### src/rtl/alu_mc.sv
// Handshaked multi-cycle ALU: single-cycle logic/arith/shift/compare ops plus a
// radix-2 Booth signed multiplier producing a full-width {hi,result} product.
module alu_mc #(
    parameter int  WIDTH = 32,
    localparam int SHW   = $clog2(WIDTH)
) (
    input  logic             clk_i,
    input  logic             rst_n,
    input  logic             in_valid,
    output logic             in_ready,
    input  logic [WIDTH-1:0] src1,
    input  logic [WIDTH-1:0] src2,
    input  logic [3:0]       ALU_control,
    input  logic [2:0]       bonus_control,
    output logic             out_valid,
    input  logic             out_ready,
    output logic [WIDTH-1:0] result,
    output logic [WIDTH-1:0] hi,
    output logic             zero,
    output logic             cout,
    output logic             overflow
);

    typedef enum logic [1:0] {S_IDLE, S_MUL, S_DONE} state_e;

    localparam logic [3:0] OP_AND  = 4'd0;
    localparam logic [3:0] OP_OR   = 4'd1;
    localparam logic [3:0] OP_ADD  = 4'd2;
    localparam logic [3:0] OP_SLL  = 4'd3;
    localparam logic [3:0] OP_SRL  = 4'd4;
    localparam logic [3:0] OP_SRA  = 4'd5;
    localparam logic [3:0] OP_SUB  = 4'd6;
    localparam logic [3:0] OP_CMP  = 4'd7;
    localparam logic [3:0] OP_MUL  = 4'd8;
    localparam logic [3:0] OP_NOR  = 4'd12;
    localparam logic [3:0] OP_NAND = 4'd13;

    state_e           state_q, state_d;
    logic [WIDTH-1:0] result_q, result_d, hi_q, hi_d;
    logic             zero_q, zero_d, cout_q, cout_d, ovf_q, ovf_d;
    logic [WIDTH-1:0] mcand_q, mcand_d, mq_q, mq_d;
    logic [WIDTH:0]   acc_q, acc_d;
    logic             qm1_q, qm1_d;
    logic [SHW-1:0]   cnt_q, cnt_d;

    logic [WIDTH:0]   add_sum, sub_sum, mcand_x, acc_sum, acc_nx;
    logic [WIDTH-1:0] src2_m1, res_c, mq_nx;
    logic [SHW-1:0]   shamt;
    logic             cmp_c, cout_c, ovf_c, qm1_nx;

    assign add_sum = {1'b0, src1} + {1'b0, src2};
    assign sub_sum = {1'b0, src1} + {1'b0, ~src2} + (WIDTH+1)'(1);
    assign src2_m1 = src2 - WIDTH'(1);
    assign shamt   = src2[SHW-1:0];

    always_comb begin
        case (bonus_control)
            3'b000:  cmp_c = $signed(src1) <  $signed(src2);
            3'b001:  cmp_c = $signed(src1) >  $signed(src2);
            3'b010:  cmp_c = $signed(src1) <= $signed(src2);
            3'b011:  cmp_c = $signed(src1) >= $signed(src2);
            3'b100:  cmp_c = src1 != src2;
            3'b101:  cmp_c = $signed(src1) >= $signed(src2_m1);
            3'b110:  cmp_c = src1 == src2;
            3'b111:  cmp_c = src1 < src2;
            default: cmp_c = 1'b0;
        endcase
    end

    // NOTE: every output of a combinational block gets a default first so no path leaves it unassigned (which would infer a latch).
    always_comb begin
        res_c  = '0;
        cout_c = 1'b0;
        ovf_c  = 1'b0;
        case (ALU_control)
            OP_AND:  res_c = src1 & src2;
            OP_OR:   res_c = src1 | src2;
            OP_ADD: begin
                {cout_c, res_c} = add_sum;
                ovf_c = (src1[WIDTH-1] == src2[WIDTH-1]) && (add_sum[WIDTH-1] != src1[WIDTH-1]);
            end
            OP_SUB: begin
                {cout_c, res_c} = sub_sum;
                ovf_c = (src1[WIDTH-1] != src2[WIDTH-1]) && (sub_sum[WIDTH-1] != src1[WIDTH-1]);
            end
            OP_SLL:  res_c = src1 << shamt;
            OP_SRL:  res_c = src1 >> shamt;
            OP_SRA:  res_c = $signed(src1) >>> shamt;
            OP_CMP:  res_c = WIDTH'(cmp_c);
            OP_NOR:  res_c = ~(src1 | src2);
            OP_NAND: res_c = ~(src1 & src2);
            default: res_c = '0;
        endcase
    end

    // One Booth step; the accumulator is one bit wider so subtracting MIN cannot overflow.
    assign mcand_x = {mcand_q[WIDTH-1], mcand_q};

    always_comb begin
        case ({mq_q[0], qm1_q})
            2'b01:   acc_sum = acc_q + mcand_x;
            2'b10:   acc_sum = acc_q - mcand_x;
            default: acc_sum = acc_q;
        endcase
        {acc_nx, mq_nx, qm1_nx} = {acc_sum[WIDTH], acc_sum, mq_q};
    end

    always_comb begin
        state_d  = state_q;
        result_d = result_q;
        hi_d     = hi_q;
        zero_d   = zero_q;
        cout_d   = cout_q;
        ovf_d    = ovf_q;
        mcand_d  = mcand_q;
        mq_d     = mq_q;
        acc_d    = acc_q;
        qm1_d    = qm1_q;
        cnt_d    = cnt_q;
        case (state_q)
            S_IDLE: begin
                if (in_valid) begin
                    if (ALU_control == OP_MUL) begin
                        state_d = S_MUL;
                        mcand_d = src1;
                        mq_d    = src2;
                        acc_d   = '0;
                        qm1_d   = 1'b0;
                        cnt_d   = '0;
                    end else begin
                        state_d  = S_DONE;
                        result_d = res_c;
                        hi_d     = '0;
                        zero_d   = (res_c == '0);
                        cout_d   = cout_c;
                        ovf_d    = ovf_c;
                    end
                end
            end
            S_MUL: begin
                acc_d = acc_nx;
                mq_d  = mq_nx;
                qm1_d = qm1_nx;
                cnt_d = cnt_q + SHW'(1);
                if (cnt_q == SHW'(WIDTH-1)) begin
                    state_d  = S_DONE;
                    result_d = mq_nx;
                    hi_d     = acc_nx[WIDTH-1:0];
                    zero_d   = (mq_nx == '0);
                    cout_d   = 1'b0;
                    ovf_d    = (acc_nx[WIDTH-1:0] != {WIDTH{mq_nx[WIDTH-1]}});
                end
            end
            S_DONE: begin
                if (out_ready) state_d = S_IDLE;
            end
            default: state_d = S_IDLE;
        endcase
    end

    // NOTE: sequential state uses non-blocking assignments so every flop samples pre-edge values.
    always_ff @(posedge clk_i) begin
        if (!rst_n) begin
            state_q  <= S_IDLE;
            result_q <= '0;
            hi_q     <= '0;
            zero_q   <= 1'b1;
            cout_q   <= 1'b0;
            ovf_q    <= 1'b0;
            mcand_q  <= '0;
            mq_q     <= '0;
            acc_q    <= '0;
            qm1_q    <= 1'b0;
            cnt_q    <= '0;
        end else begin
            state_q  <= state_d;
            result_q <= result_d;
            hi_q     <= hi_d;
            zero_q   <= zero_d;
            cout_q   <= cout_d;
            ovf_q    <= ovf_d;
            mcand_q  <= mcand_d;
            mq_q     <= mq_d;
            acc_q    <= acc_d;
            qm1_q    <= qm1_d;
            cnt_q    <= cnt_d;
        end
    end

    assign in_ready  = (state_q == S_IDLE);
    assign out_valid = (state_q == S_DONE);
    assign result    = result_q;
    assign hi        = hi_q;
    assign zero      = zero_q;
    assign cout      = cout_q;
    assign overflow  = ovf_q;

endmodule

### config.mk
export PLATFORM = sky130hd
export DESIGN_NAME = alu_mc
export DESIGN_NICKNAME = d
export VERILOG_FILES = /design/src/rtl/alu_mc.sv
export SDC_FILE = /design/constraint.sdc
export NUM_CORES = 1
export LEC_CHECK = 0
export ABC_AREA = 1
export BUFFER_PORTS_ARGS = -buffer_cell sky130_fd_sc_hd__buf_4
export CAP_MARGIN = 40
export CORE_UTILIZATION = 39
export CTS_CLUSTER_DIAMETER = 80
export DETAILED_ROUTE_END_ITERATION = 8
export PLACE_DENSITY_LB_ADDON = 0.3
export SETUP_SLACK_MARGIN = 0.3
export SLEW_MARGIN = 40
export SYNTH_ARGS = -nofsm -noshare
export SYNTH_HDL_FRONTEND = slang
export SYNTH_SLANG_ARGS = --single-unit
### constraint.sdc
create_clock -name clk_i -period 9.6 [get_ports clk_i]
set_input_delay 2.4 -clock clk_i [delete_from_list [all_inputs] [get_ports clk_i]]
set_output_delay 2.4 -clock clk_i [all_outputs]
set_load 0.05 [all_outputs]
# After elaboration in Yosys (flattened, before gate mapping)
# Cells that the tools add are included.
[classes]
mux = 42
addsub = 7
n_reduce_logical = 12
n_lt_le_gt_ge = 6
n_shift = 3
bitwise = 5
eq_ne = 34
[op_table]
columns = ["op", "count"]
rows = [
  ["$pmux W32 S10", 1],
  ["$mux W32", 8],
  ["$pmux W32 S2", 3],
  ["$pmux W33 S2", 2],
  ["$not A32 Y32", 3],
  ["$add A32 B32 Y33", 2],
  ["$mux W33", 2],
  ["$ge A32 B32 Y1", 2],
  ["$logic_not A32 Y1", 2],
  ["$lt A32 B32 Y1", 2],
  ["$ne A32 B32 Y1", 2],
  ["$add A33 B1 Y33 const B", 1],
  ["$add A33 B33 Y33", 1],
  ["$sub A33 B33 Y33", 1],
  ["$and A32 B32 Y32", 1],
  ["$eq A32 B32 Y1", 1],
  ["$gt A32 B32 Y1", 1],
  ["$le A32 B32 Y1", 1],
  ["$or A32 B32 Y32", 1],
  ["$shl A32 B5 Y32", 1],
  ["$shr A32 B5 Y32", 1],
  ["$sshr A32 B5 Y32", 1],
  ["$sub A32 B1 Y32 const B", 1],
  ["$eq A4 B3 Y1 const B", 4],
  ["28 further kinds", 64],
]
[totals]
word_cells = 120
regBits = 172
inputBits = 75
out_inout_bits = 69

# Longest topological paths before layout
[depth]
word_depth = 9
ltp_mapped = 37
mapped_depth_nobuf = 35

# Worst setup path before layout
# Ideal clock, no wire load.
[synth_path]
path_type = "input to register"
from = "in src2[1]"
to = "reg result_q[0], in the netlist result[0]"
setup_ns = 0.074
arrival_ns = 6.295
t_required_ns = 9.526
cell_stages = 35
path_buffers = 2
path_slack_ns = 3.231
cell_sequence = "inv_1 > clkbuf_1 > buf_2 > ha_1 > nand2_4 > nor3_4 > nand2_2 > nor3_4 > nand2_2 > nor4_4 > nand3_2 > nor2_2 > nand3_2 > nor2_2 > nand2_2 > nor2_4 > nand3_2 > nor2_1 > xor2_1 > ha_1 > nand2_1 > nor2_1 > nand4_1 > nor2_1 > nand2_1 > nand2_1 > nand2_1 > nand3_1 > nand2_1 > nand2_1 > nand2_1 > nand2_1 > a21oi_1 > or2_1 > a31oi_1"
[synth_via]
elab_chain_cells = 7
elab_cells_between_ends = 17
[synth_rtl]
columns = ["item", "line", "text"]
rows = [
  ["start, declared", "12", "input logic [WIDTH-1:0] src2,"],
  ["$sub A32 B1 Y32", "53", "assign src2_m1 = src2 - WIDTH'(1);"],
  ["$ge A32 B32 Y1", "63", "3'b101: cmp_c = $signed(src1) >= $signed(src2_m1);"],
  ["$pmux W1 S8", "57", "case (bonus_control)"],
  ["$pmux W32 S10 (*)", "75", "case (ALU_control)"],
  ["$mux W32 (*)", "123", "if (ALU_control == OP_MUL) begin"],
  ["$mux W32 (*)", "122", "if (in_valid) begin"],
  ["$pmux W32 S2 (*)", "120", "case (state_q)"],
  ["end signal, assigned", "177", "result_q <= result_d;"],
  ["end, declared", "39", "logic [WIDTH-1:0] result_q, result_d, hi_q, hi_d;"],
]
# Every way passes the cells marked *; elsewhere a longest branch is shown, timed or not. The select of a mux whose other input is x is not followed.
# A chain may end at the register's enable or synchronous reset.

# Final worst setup path
[layout_path]
from = "in src2[2]"
to = "reg zero_q, in the netlist zero"
[layout_via]
elab_chain_cells = 8
elab_cells_between_ends = 26
[layout_rtl]
columns = ["item", "line", "text"]
rows = [
  ["$sub A32 B1 Y32 / $not A32 Y32 (equally long branches)", "53, 52", ""],
  ["$ge A32 B32 Y1 / $add A32 B32 Y33 (equally long branches)", "63, 52", ""],
  ["$pmux W1 S8 / $add A33 B1 Y33 (equally long branches)", "57, 52", ""],
  ["$pmux W32 S10 (*)", "75", ""],
  ["$logic_not A32 Y1 (*)", "134", "zero_d = (res_c == '0);"],
  ["$mux W1 (*)", "123", ""],
  ["$mux W1 (*)", "122", ""],
  ["$pmux W1 S2 (*)", "120", ""],
  ["end signal, assigned", "179", "zero_q <= zero_d;"],
  ["end, declared", "40", "logic zero_q, zero_d, cout_q, cout_d, ovf_q, ovf_d;"],
]
# Marks and branches as above.

==> results.ini <==
[status]
run_status = completed

[sta]
finalMaxSlewViolations = 0
rsz0062_at_grt = no
timing.setup.tns_ns = 0
period_minus_slack_ns = 6.63
fmax_mhz = 151
max_slew_margin = 0.371
min_period_over_period = 0.691
worst_slew_pin_slew_ns = 0.935
finalSetupViolCount = 0
hold_viol_final = 0
fin_worst_skew_ns = 0.0149

[clock_tree]
cts_tree = built
htreeDepth = 4
cts_setup_buffers = 0
cts_root_buffer = clkbuf_16
cts_sinks = 171
cts_buffer_depth = 2
numCtsBuffers = 17
holdBufCountCts = 0
clock_latency_ns = 0.47
clkSlewWorstSetupHoldPaths_ns = 0.07
post_cts_resized = 0

[drt]
drtPass1Iterations = 6
totalWireLength_um = 98500
drtIter0Drc = 2858
vias_per_cell = 5.81
drcViolationCount = 0
via_count = 25600
ant_nets = 0
routedWlPerCell_um = 22.3

[power]
vdd_drop_max_mv = 0.104
power_frac_seq = 0.282
swShare = 0.473
p_sw_mw = 1.30
intPower_mw = 1.45
p_comb_frac = 0.470
leakagePower_nw = 11.2
pwr-share-clk = 0.248
power_density_nw_per_um2 = 121

[floorplanning]
dieHeight_um = 233
die_x_um = 233
io-pin-count = 144
initial_core_util = 0.394
core_um2 = 52600
die_area_um2 = 54100
fp-row-count = 84

[setup_path]
rrSetupSlack_ns = 4.91
slowest_delay_ns = 0.38
worstSetupEndpointType = register
required_ns = 10.00
worstPathMaxFanout = 56
arrival_ns = 7.03
cp-start-kind = input port
worstSetupPathType = in2reg
r2r_end = overflow
r2r_cells = 26
cp_common_cell = nand2_1
cpMaxStageDelayCell = nor2_8
r2r_start = mcand_q[0]

[global_route]
grtUsageTotal = 0.361
grt_first_pass_wirelength_um = 146000
overflow = 0
grt_max_degree = 104
grt_pass1_vias = 23800
antenna_found_initial = 2

[job]
drv_cap = 0

[finish]
nFillCells = 5917
syn_to_final_growth_pct = 10.3
layout_commonest_cell = nand2_1
utilization = 0.435
diodes = 0
mostFrequentLayoutCells = 1,052 x nand2_1, 426 x nand3_1, 368 x inv_1, 321 x nor2_1, 304 x a21oi_1
fin_nets = 3950
drive_gt1_frac = 0.0737

[synthesis]
synthDistinctLibCells = 54
postSynth.asyncResetShare = 0
yosysSeqAreaShare = 0.165
yosys.area.top_type = nand2_1
ys_top_cells_by_area = nand2_1 19%, dfxtp_1 17%, nand3_1 10%, ha_1 10%, a21oi_1 7.3%
synth.avg_cell_area_um2 = 5.64
synthCells = 3672
synth_area_um2 = 20700
yosys_most_used_dff = dfxtp_1
yosysTopAreaCellShare = 0.191
synthesis.nets = 3916
ys_ff_latch = 171
ys_warn_count = 0
synth_edf_count = 0

[min_path]
worstHoldStart = qm1_q
min_to = qm1_q
hold_class = reg2reg
min_path_cells = 2

[place]
place.port_buffers = 143
hpwl_um = 80000
gp_congestion = 1.06

==> per-stage QoR <==
stage | instance area, µm² | hold slack, ns | total power, mW | setup slack [ns] | std cells
2_1_floorplan | 20700 | 0.441 | 1.63 | 3.23 | 3672
3_3_place_gp | 22300 | 0.448 | 2.05 | 2.61 | 4374
3_5_place_dp | 22300 | 0.456 | 2.05 | 2.51 | 4374
4_1_cts | 22800 | 0.467 | 2.73 | 2.98 | 4406
5_1_grt | 22900 | 0.489 | 2.91 | 2.42 | 4407
6_report | 22900 | 0.464 | 2.76 | 2.97 | 4407
==> critical path, delay by kind of cell <==
family,cells,cell delay [ns]
AO/OA/AOI/OAI,1,0.26
buffers and inverters,1,0.32
AND/OR/NAND/NOR,30,3.67
XOR/XNOR,1,0.09
adder cells (fa/ha/maj),1,0.27
==> worst max path at each step <==
stage	end	slack, ns	from
after floorplan	result[0]	3.23	src2[1]
after global placement	zero	2.61	src2[1]
after detailed placement	zero	2.51	src2[1]
after CTS	zero	2.98	src2[1]
after global routing	zero	2.42	src2[1]
final	zero	2.97	src2[2]
==> sequential cells by signal (all words and copies together) (netlist names), 2 cells and up <==
register	flops
acc_q	32
hi	32
mq_q	32
mcand_q	32
cnt_q	5
state_q	2
result	32
==> kinds of logic after synthesis <==
family	after synthesis	synth area share
AOI/OAI and AO/OA	729	0.191
xor gates and xnor gates	61	0.0258
adders and majority gates	169	0.103
buffers and inverters	534	0.0978
DFF	171	0.165
and+or+nand+nor	2008	0.417
==> metal layers <==
metal | GRT usage | vias to the layer above | wire length (µm)
li1 | - | 12300 | -
met1 | 0.447 | 11800 | 39900
met2 | 0.571 | 1226 | 43100
met3 | 0.0526 | 304 | 7500
met4 | 0.260 | 2 | 8010
met5 | 0 | - | 19
==> synthesized netlist by cell type, types with 10 or more instances <==
master    number
a21oi_1      304
o21bai_1      14
inv_1        370
o21ai_0      276
a31oi_1       55
ha_1         166
clkbuf_1     114
nand2_1     1052
o22ai_1       11
xor2_1        51
nand4_1       56
or2_2         40
dfxtp_1      171
nor3_1        51
a21o_1        11
nand3_1      426
nor4_1        22
nor2_1       323
xnor2_1       10
o211ai_1      19
buf_1         30
==> power by group through the flow <==
| stage | Sequential, mW | Combinational [mW] | Clock (mW) |
|---|---|---|---|
| after floorplan | 0.903 | 0.724 | 0 |
| after global placement | 0.792 | 1.26 | 0 |
| after detailed placement | 0.793 | 1.26 | 0 |
| after CTS | 0.777 | 1.26 | 0.694 |
| after global routing | 0.781 | 1.41 | 0.722 |
| final | 0.777 | 1.30 | 0.685 |
==> layout make-up <==
class | count | area (µm²) | share of cell area
multi-input cells | 2967 | 15300 | 0.669
flip-flops and latches | 171 | 3420 | 0.150
inverters | 380 | 1430 | 0.0625
repair buffers | 169 | 1280 | 0.0560
well taps | 688 | 861 | 0.0377
clock buffers | 17 | 425 | 0.0186
clock inverters | 15 | 148 | 0.00646
(Power assumes the default switching activity.)
